**config.mk**
```make
export PLATFORM = sky130hd
export DESIGN_NAME = modn_counter_flat
export DESIGN_NICKNAME = d
export VERILOG_FILES = /design/src/rtl/counter_pkg.sv /design/src/rtl/modn_counter_if.sv /design/src/rtl/modn_next.sv /design/src/rtl/modn_counter.sv /design/src/flat_wrapper.sv
export SDC_FILE = /design/constraint.sdc
export NUM_CORES = 1
export LEC_CHECK = 0
export BUFFER_PORTS_ARGS = -buffer_cell sky130_fd_sc_hd__buf_2
export CAP_MARGIN = 20
export CELL_PAD_IN_SITES_DETAIL_PLACEMENT = 1
export CELL_PAD_IN_SITES_GLOBAL_PLACEMENT = 1
export CORE_ASPECT_RATIO = 0.7
export CORE_UTILIZATION = 35
export CTS_CLUSTER_SIZE = 28
export DETAILED_ROUTE_END_ITERATION = 8
export PLACE_DENSITY_LB_ADDON = 0.1
export SETUP_SLACK_MARGIN = 0.1
export SLEW_MARGIN = 5
export SYNTH_ARGS = -nofsm -noshare
export SYNTH_HDL_FRONTEND = slang
export SYNTH_SLANG_ARGS = --single-unit
```
**constraint.sdc**
```tcl
create_clock -name clk -period 4.3 [get_ports clk]
set_input_delay 0.645 -clock clk [delete_from_list [all_inputs] [get_ports clk]]
set_output_delay 0.645 -clock clk [all_outputs]
set_load 0.005 [all_outputs]
```
**src/rtl/counter_pkg.sv**
```systemverilog
// Shared types for the modulo-N counter block.
package counter_pkg;

    // Two-state control FSM: counting normally, or parked after a one-shot terminal step.
    typedef enum logic [0:0] {
        ST_RUN  = 1'b0,
        ST_HALT = 1'b1
    } state_t;

endpackage

```
**src/rtl/modn_counter_if.sv**
```systemverilog
// Control/status bundle for modn_counter. The master drives the controls; the counter is the slave.
interface modn_counter_if #(
    parameter int WIDTH = 10
);
    logic             en;
    logic             up;
    logic             clr;
    logic             load;
    logic [WIDTH-1:0] load_val;
    logic [WIDTH-1:0] limit;
    logic             oneshot;
    logic [WIDTH-1:0] q;
    logic             tc;
    logic             wrap;
    logic             done;

    modport master (
        output en, up, clr, load, load_val, limit, oneshot,
        input  q, tc, wrap, done
    );

    modport slave (
        input  en, up, clr, load, load_val, limit, oneshot,
        output q, tc, wrap, done
    );
endinterface

```
**src/rtl/modn_next.sv**
```systemverilog
// Combinational next-value logic: one enabled step (with wrap/halt decisions) and the load clamp.
module modn_next
    import counter_pkg::*;
#(
    parameter int WIDTH = 10
) (
    input  logic [WIDTH-1:0] q,
    input  logic [WIDTH-1:0] limit,
    input  logic [WIDTH-1:0] load_val,
    input  logic             up,
    input  logic             oneshot,
    output logic [WIDTH-1:0] nxt_q,
    output logic [WIDTH-1:0] load_q,
    output logic             roll,
    output logic             halt
);

    // Step result for an enabled cycle; roll marks a wrap-mode rollover, halt a one-shot stop.
    always_comb begin
        nxt_q = q;
        roll  = 1'b0;
        halt  = 1'b0;
        if (up) begin
            // q above limit (limit lowered mid-count) is treated like the terminal value.
            if (q < limit) begin
                nxt_q = q + 1'b1;
            end else if (oneshot) begin
                nxt_q = limit;
                halt  = 1'b1;
            end else begin
                nxt_q = '0;
                roll  = 1'b1;
            end
        end else begin
            // Out-of-range q snaps back to limit without counting as a rollover.
            if (q > limit) begin
                nxt_q = limit;
            end else if (q == '0) begin
                if (oneshot) begin
                    halt = 1'b1;
                end else begin
                    nxt_q = limit;
                    roll  = 1'b1;
                end
            end else begin
                nxt_q = q - 1'b1;
            end
        end
    end

    // Parallel loads never place q outside 0..limit.
    always_comb begin
        load_q = (load_val > limit) ? limit : load_val;
    end

endmodule

```
**src/rtl/modn_counter.sv**
```systemverilog
// Runtime-modulus up/down counter with wrap or one-shot mode; holds the registers and FSM.
module modn_counter
    import counter_pkg::*;
#(
    parameter int               WIDTH     = 10,
    parameter logic [WIDTH-1:0] RESET_VAL = '0
) (
    input  logic           clk,
    input  logic           reset,
    modn_counter_if.slave  bus
);

    logic [WIDTH-1:0] q;
    logic [WIDTH-1:0] nxt_q;
    logic [WIDTH-1:0] load_q;
    logic             roll;
    logic             halt_req;
    logic             wrap_r;
    state_t           state;

    modn_next #(.WIDTH(WIDTH)) u_next (
        .q        (q),
        .limit    (bus.limit),
        .load_val (bus.load_val),
        .up       (bus.up),
        .oneshot  (bus.oneshot),
        .nxt_q    (nxt_q),
        .load_q   (load_q),
        .roll     (roll),
        .halt     (halt_req)
    );

    // Count register, FSM and wrap pulse: clr > load > enabled step (RUN only) > hold.
    always_ff @(posedge clk or posedge reset) begin
        if (reset) begin
            q      <= RESET_VAL;
            state  <= ST_RUN;
            wrap_r <= 1'b0;
        end else begin
            wrap_r <= 1'b0;
            if (bus.clr) begin
                q     <= '0;
                state <= ST_RUN;
            end else if (bus.load) begin
                q     <= load_q;
                state <= ST_RUN;
            end else if (bus.en && state == ST_RUN) begin
                q      <= nxt_q;
                wrap_r <= roll;
                if (halt_req) state <= ST_HALT;
            end
        end
    end

    assign bus.q    = q;
    assign bus.wrap = wrap_r;
    assign bus.done = (state == ST_HALT);
    // Terminal count is forced low while reset is held so it never glitches during reset.
    assign bus.tc   = ~reset & bus.en & (state == ST_RUN) &
                      ((bus.up & (q >= bus.limit)) | (~bus.up & (q == '0)));

endmodule

```
**src/flat_wrapper.sv**
```systemverilog
// flat-port wrapper written by rule: the top's interface ports become plain ports
module modn_counter_flat import counter_pkg::*;
#(
    parameter int               WIDTH     = 10,
    parameter logic [WIDTH-1:0] RESET_VAL = '0
)
  (clk, reset, bus_en, bus_up, bus_clr, bus_load, bus_load_val, bus_limit, bus_oneshot, bus_q, bus_tc, bus_wrap, bus_done);
  modn_counter_if #(.WIDTH(WIDTH)) bus_i ();
  input  logic clk;
  input  logic reset;
  input wire logic [$bits(bus_i.en)-1:0] bus_en;
  input wire logic [$bits(bus_i.up)-1:0] bus_up;
  input wire logic [$bits(bus_i.clr)-1:0] bus_clr;
  input wire logic [$bits(bus_i.load)-1:0] bus_load;
  input wire logic [$bits(bus_i.load_val)-1:0] bus_load_val;
  input wire logic [$bits(bus_i.limit)-1:0] bus_limit;
  input wire logic [$bits(bus_i.oneshot)-1:0] bus_oneshot;
  output wire logic [$bits(bus_i.q)-1:0] bus_q;
  output wire logic [$bits(bus_i.tc)-1:0] bus_tc;
  output wire logic [$bits(bus_i.wrap)-1:0] bus_wrap;
  output wire logic [$bits(bus_i.done)-1:0] bus_done;
  assign bus_i.en = bus_en;
  assign bus_i.up = bus_up;
  assign bus_i.clr = bus_clr;
  assign bus_i.load = bus_load;
  assign bus_i.load_val = bus_load_val;
  assign bus_i.limit = bus_limit;
  assign bus_i.oneshot = bus_oneshot;
  assign bus_q = bus_i.q;
  assign bus_tc = bus_i.tc;
  assign bus_wrap = bus_i.wrap;
  assign bus_done = bus_i.done;
  modn_counter #(.WIDTH(WIDTH), .RESET_VAL(RESET_VAL)) u_core (.clk(clk), .reset(reset), .bus(bus_i));
endmodule
```
; Word-level counts from Yosys, hierarchy flattened
; Cells that the tools add are included.
[word_totals]
regBits = 12
inputBits = 27
output_inout_bits = 13
word_cells = 52
[classes]
add_sub_neg = 2
n_lt_le_gt_ge = 4
eq_ne = 1
muxes = 27
n_bitwise = 9
n_reduce_logical = 6
[op_table]
columns = operator, count
row1 = 2-to-1 mux 10 bit, 10
row2 = > comparator 10 bit, 2
row3 = 2-to-1 mux 1 bit, 17
row4 = "adder 10 x 1 -> 10 bit, second input constant", 1
row5 = >= comparator 10 bit, 1
row6 = logical NOT 10 bit, 1
row7 = < comparator 10 bit, 1
row8 = "subtractor 10 x 1 -> 10 bit, second input constant", 1
row9 = "inequality test 6 bit, second input constant", 1
row10 = nonzero test 3 bit, 2
row11 = bitwise AND 1 bit, 5
row12 = AND reduction 2 bit, 2
row13 = NOT 1 bit, 3
row14 = logical AND 1 bit, 1
row15 = bitwise OR 1 bit, 1

; Longest topological paths before layout
[logic_depth]
depth_word = 8
depth_mapped = 10

; By module
; A second synthesis with hierarchy kept.
[hier_totals]
cells_unflattened = 326
area_unflattened_um2 = 2560.0
[by_module_without_submodules]
columns = module, instances, cells_per_inst, area_each_um2, seq_area_each_um2
row1 = modn_next, 1, 234, 1640.3, 0.0
row2 = modn_counter, 1, 92, 919.6, 300.3

; Worst setup path after synthesis
; No wires, ideal clock.
[synth_path]
path_type = input to output
startpoint = input port bus_limit[9]
endpoint = output port bus_tc
arrival_time_ns = 2.157
t_required_ns = 3.655
setup_slack_ns = 1.498
path_stages = 8
path_buffers = 1
path_cell_list = inv_1 -> ha_1 -> nand4_1 -> a211o_1 -> o211ai_2 -> buf_4 -> nor3_1 -> nor4b_1
[synth_via]
elab_chain_len = 4
[synth_lines]
columns = element, line
row1 = from (decl), flat_wrapper.sv:16  ; input wire logic [$bits(bus_i.limit)-1:0] bus_limit;
row2 = >= comparator 10 bit, modn_counter.sv:60  ; ((bus.up & (q >= bus.limit)) | (~bus.up & (q == '0)));
row3 = bitwise AND 1 bit, modn_counter.sv:60
row4 = bitwise OR 1 bit, modn_counter.sv:60
row5 = bitwise AND 1 bit, modn_counter.sv:59  ; assign bus.tc = ~reset & bus.en & (state == ST_RUN) &
row6 = to (decl), flat_wrapper.sv:19  ; output wire logic [$bits(bus_i.tc)-1:0] bus_tc;
; No other way between the ends.

; Final worst setup path
[layout_path]
startpoint = register u_core.q[3], in the netlist u_core.bus.q[3]
endpoint = output port bus_tc
[layout_via]
elab_chain_len = 4
[layout_lines]
columns = element, line
row1 = from (decl), modn_counter.sv:13  ; logic [WIDTH-1:0] q;
row2 = from (signal assigned), modn_counter.sv:45  ; q <= load_q;
row3 = from (signal assigned), modn_counter.sv:48  ; q <= nxt_q;
row4 = >= comparator 10 bit or logical NOT 10 bit (tied branches), modn_counter.sv:60
row5 = bitwise AND 1 bit, modn_counter.sv:60
row6 = bitwise OR 1 bit (*), modn_counter.sv:60
row7 = bitwise AND 1 bit (*), modn_counter.sv:59
; Mark *: on every way between the ends. The rest lies on a longest branch, timed or not.

==> metrics.txt <==
status=complete, no violations; Req. time, crit path=3650 ps; final wirelength=6900 microns; Period minus WS final=3300 ps; DRC viols=0; DIE WIDTH=92.8 microns; Fmax=303 MHz; Port Buffers=39; sw frac=0.482; synthesis-to-layout area growth=9.34%; P_sw=0.318 mW; Worst EP arrival=2650 ps; Lkg Pwr=1.01 nW; Comb pwr share=0.567; routed wire length per instance=19.9 microns; total grt overflow=0; unrepaired setup endpoints after global routing=no; total power=0.660 mW; FF+latch count, synth=12; Final Wtd Congestion=0.849; maximum VDD drop=0.122 mV; Post-synth EDFFs=0; FILL cells=693; TritonCTS buffer count=3; fraction of power consumed by the clock network=0.173; IO Pins=40; Syn Nets=295; final setup vio count=0; # rows=22; final worst setup slack=1000 ps; Slew @ Worst Pin=829 ps; Final ANT Viol Nets=0; Resized cells post-CTS=0; HP Class=input port to async pin; core area=0.00540 sq mm; Final Non-Filler Cells=346; Die H=65.6 microns; distinct cell type count after synthesis=59; ys flop type=dfrtp_1; warnings from Yosys=0; postcts setup bufs=0; DR iter-0 viols=106; Initial Util=0.375; clock transition at the registers of the reported paths=70 ps; pre-CTS setup slack=1040 ps; Final HPWL DP=5380 microns; crit start category=register; Avg Cell Area, Syn=8.25 sq um; Post-CTS Hold Buffers=0; Final Net Count=326; clock sink total=12; Clock Tree Buf Depth=2; critical path, cell by cell=ha_1 > a211o_1 > a21oi_2 > o211ai_2 > nor3_1 > nor4b_1 > buf_2; root buf cell=clkbuf_8; crit end category=output port; n_diodes=0; Tcrit/Tclk final=0.767; Internal Power=0.342 mW; first-pass GRT wire length=11200 microns; Power Dens Cells=299 mW/mm^2; most frequent cells in the layout=buf_2, ha_1, inv_1; initial antenna violation count=0; Async S/R FF share, synth=1.00; aggregate global-route resource usage=0.246; htree depth=1; via/cell ratio=5.81; post-route setup TNS=0 ps; commonest non-fill, non-tap cell in the layout=buf_2; area of the mapped netlist=0.00202 sq mm; die area=0.00609 sq mm; TritonRoute pass-1 iters=4; largest net degree at the start of global routing=21; share of layout cells above drive strength 1=0.230; max_cap viols=0; critical path's slowest cell=dfrtp_1; Vias=2010; Post-Synthesis Cells=245; Fin. Hold Viols=0; CP Class=register to output port; Slew Viols, Final=0; Placed Instances=343; vias in the first global route=1959; Worst slew margin=0.446; register area share after synthesis=0.149; CP max stage delay=630 ps; clk_lat worst skew=260 ps; worst-path fanout max=19; Flop pwr share=0.260; Fin Clk Skew=12.2 ps; CTS tree=yes
-- kinds of logic after synthesis --
family	synth area share
AO/OA/AOI/OAI	0.272
XOR/XNOR	0.0650
adder cells (fa/ha/maj)	0.142
buffers and inverters	0.109
flip-flops	0.149
multiplexers	0.0161
AND/OR/NAND/NOR	0.247
-- sequential cells by signal, summed over array words and instances, names as in the netlist --
register and flops:
u_core.bus.wrap 1, u_core.bus.done 1, u_core.bus.q 10
-- synth_stat cells (3+ instances only) --
cell type | number | share of area
ha_1 | 23 | 0.14
inv_1 | 22 | 0.041
nor2_1 | 18 | 0.033
nand2_1 | 14 | 0.026
dfrtp_1 | 12 | 0.15
nand3_1 | 12 | 0.030
nor3_1 | 10 | 0.025
o21ai_0 | 10 | 0.025
a31oi_1 | 9 | 0.028
xnor2_1 | 9 | 0.039
nand4_1 | 8 | 0.025
xor2_1 | 6 | 0.026
a211oi_1 | 5 | 0.019
a21o_1 | 5 | 0.019
o2111ai_1 | 5 | 0.022
o221ai_1 | 5 | 0.022
clkbuf_8 | 4 | 0.027
a21oi_1 | 3 | 0.0074
a311oi_1 | 3 | 0.013
and4_1 | 3 | 0.013
buf_6 | 3 | 0.017
nor2b_1 | 3 | 0.0093
o211ai_1 | 3 | 0.011
o21a_1 | 3 | 0.011
-- path summary, 6_finish.rpt --
kind | from | end | slack [ps] | cells after the start
min | reset | u_core.bus.q[0] | 460 | 2
max reg2reg | u_core.bus.q[3] | u_core.bus.q[3] | 1190 | 7
min reg2reg | u_core.bus.done | u_core.bus.done | 570 | 2
max in group asynchronous | reset | u_core.bus.q[7] | 3440 | 2
max | u_core.bus.q[3] | bus_tc | 1000 | 7
min in group clk | u_core.bus.done | u_core.bus.done | 570 | 2
-- stage by stage --
step / instance area [sq um] / util / hold slack, ps
after floorplan: 2020 / - / 510
after global placement: 2170 / 0.402 / 567
after detailed placement: 2170 / 0.402 / 567
after CTS: 2210 / 0.410 / 490
after global routing: 2210 / 0.410 / 512
final: 2210 / 0.410 / 459
-- layer usage --
layer,GRT usage,vias up,part of all wire
met4,0.0231,0,0.0038
met2,0.389,45,0.43
li1,-,990,-
met3,0.0301,4,0.048
met5,0,-,0
met1,0.366,971,0.52
-- power groups by stage --
stage          combinational (mW)  clock (mW)  sequential [mW]
3_5_place_dp                0.368           0            0.174
6_report                    0.374       0.114            0.172
5_1_grt                     0.417       0.119            0.176
3_3_place_gp                0.366           0            0.173
2_1_floorplan               0.288           0            0.153
4_1_cts                     0.372       0.115            0.171
-- critical path: cells and delay by family, from the launching register on --
kind            cells  cell delay (ps)
fa+ha+maj           1              330
simple gates        2              340
compound gates      3              960
flops               1              630
buf+inv             1              140
-- cell type report --
type,instances,area [sq um],share of cell area
clock buffer,3,41.3,0.0187
sequential,12,300,0.136
inverter,22,82.6,0.0374
multi-input combinational,198,1500,0.679
tap,72,90.1,0.0407
timing repair buffer,39,195,0.0883
(Power assumes the default switching activity.)
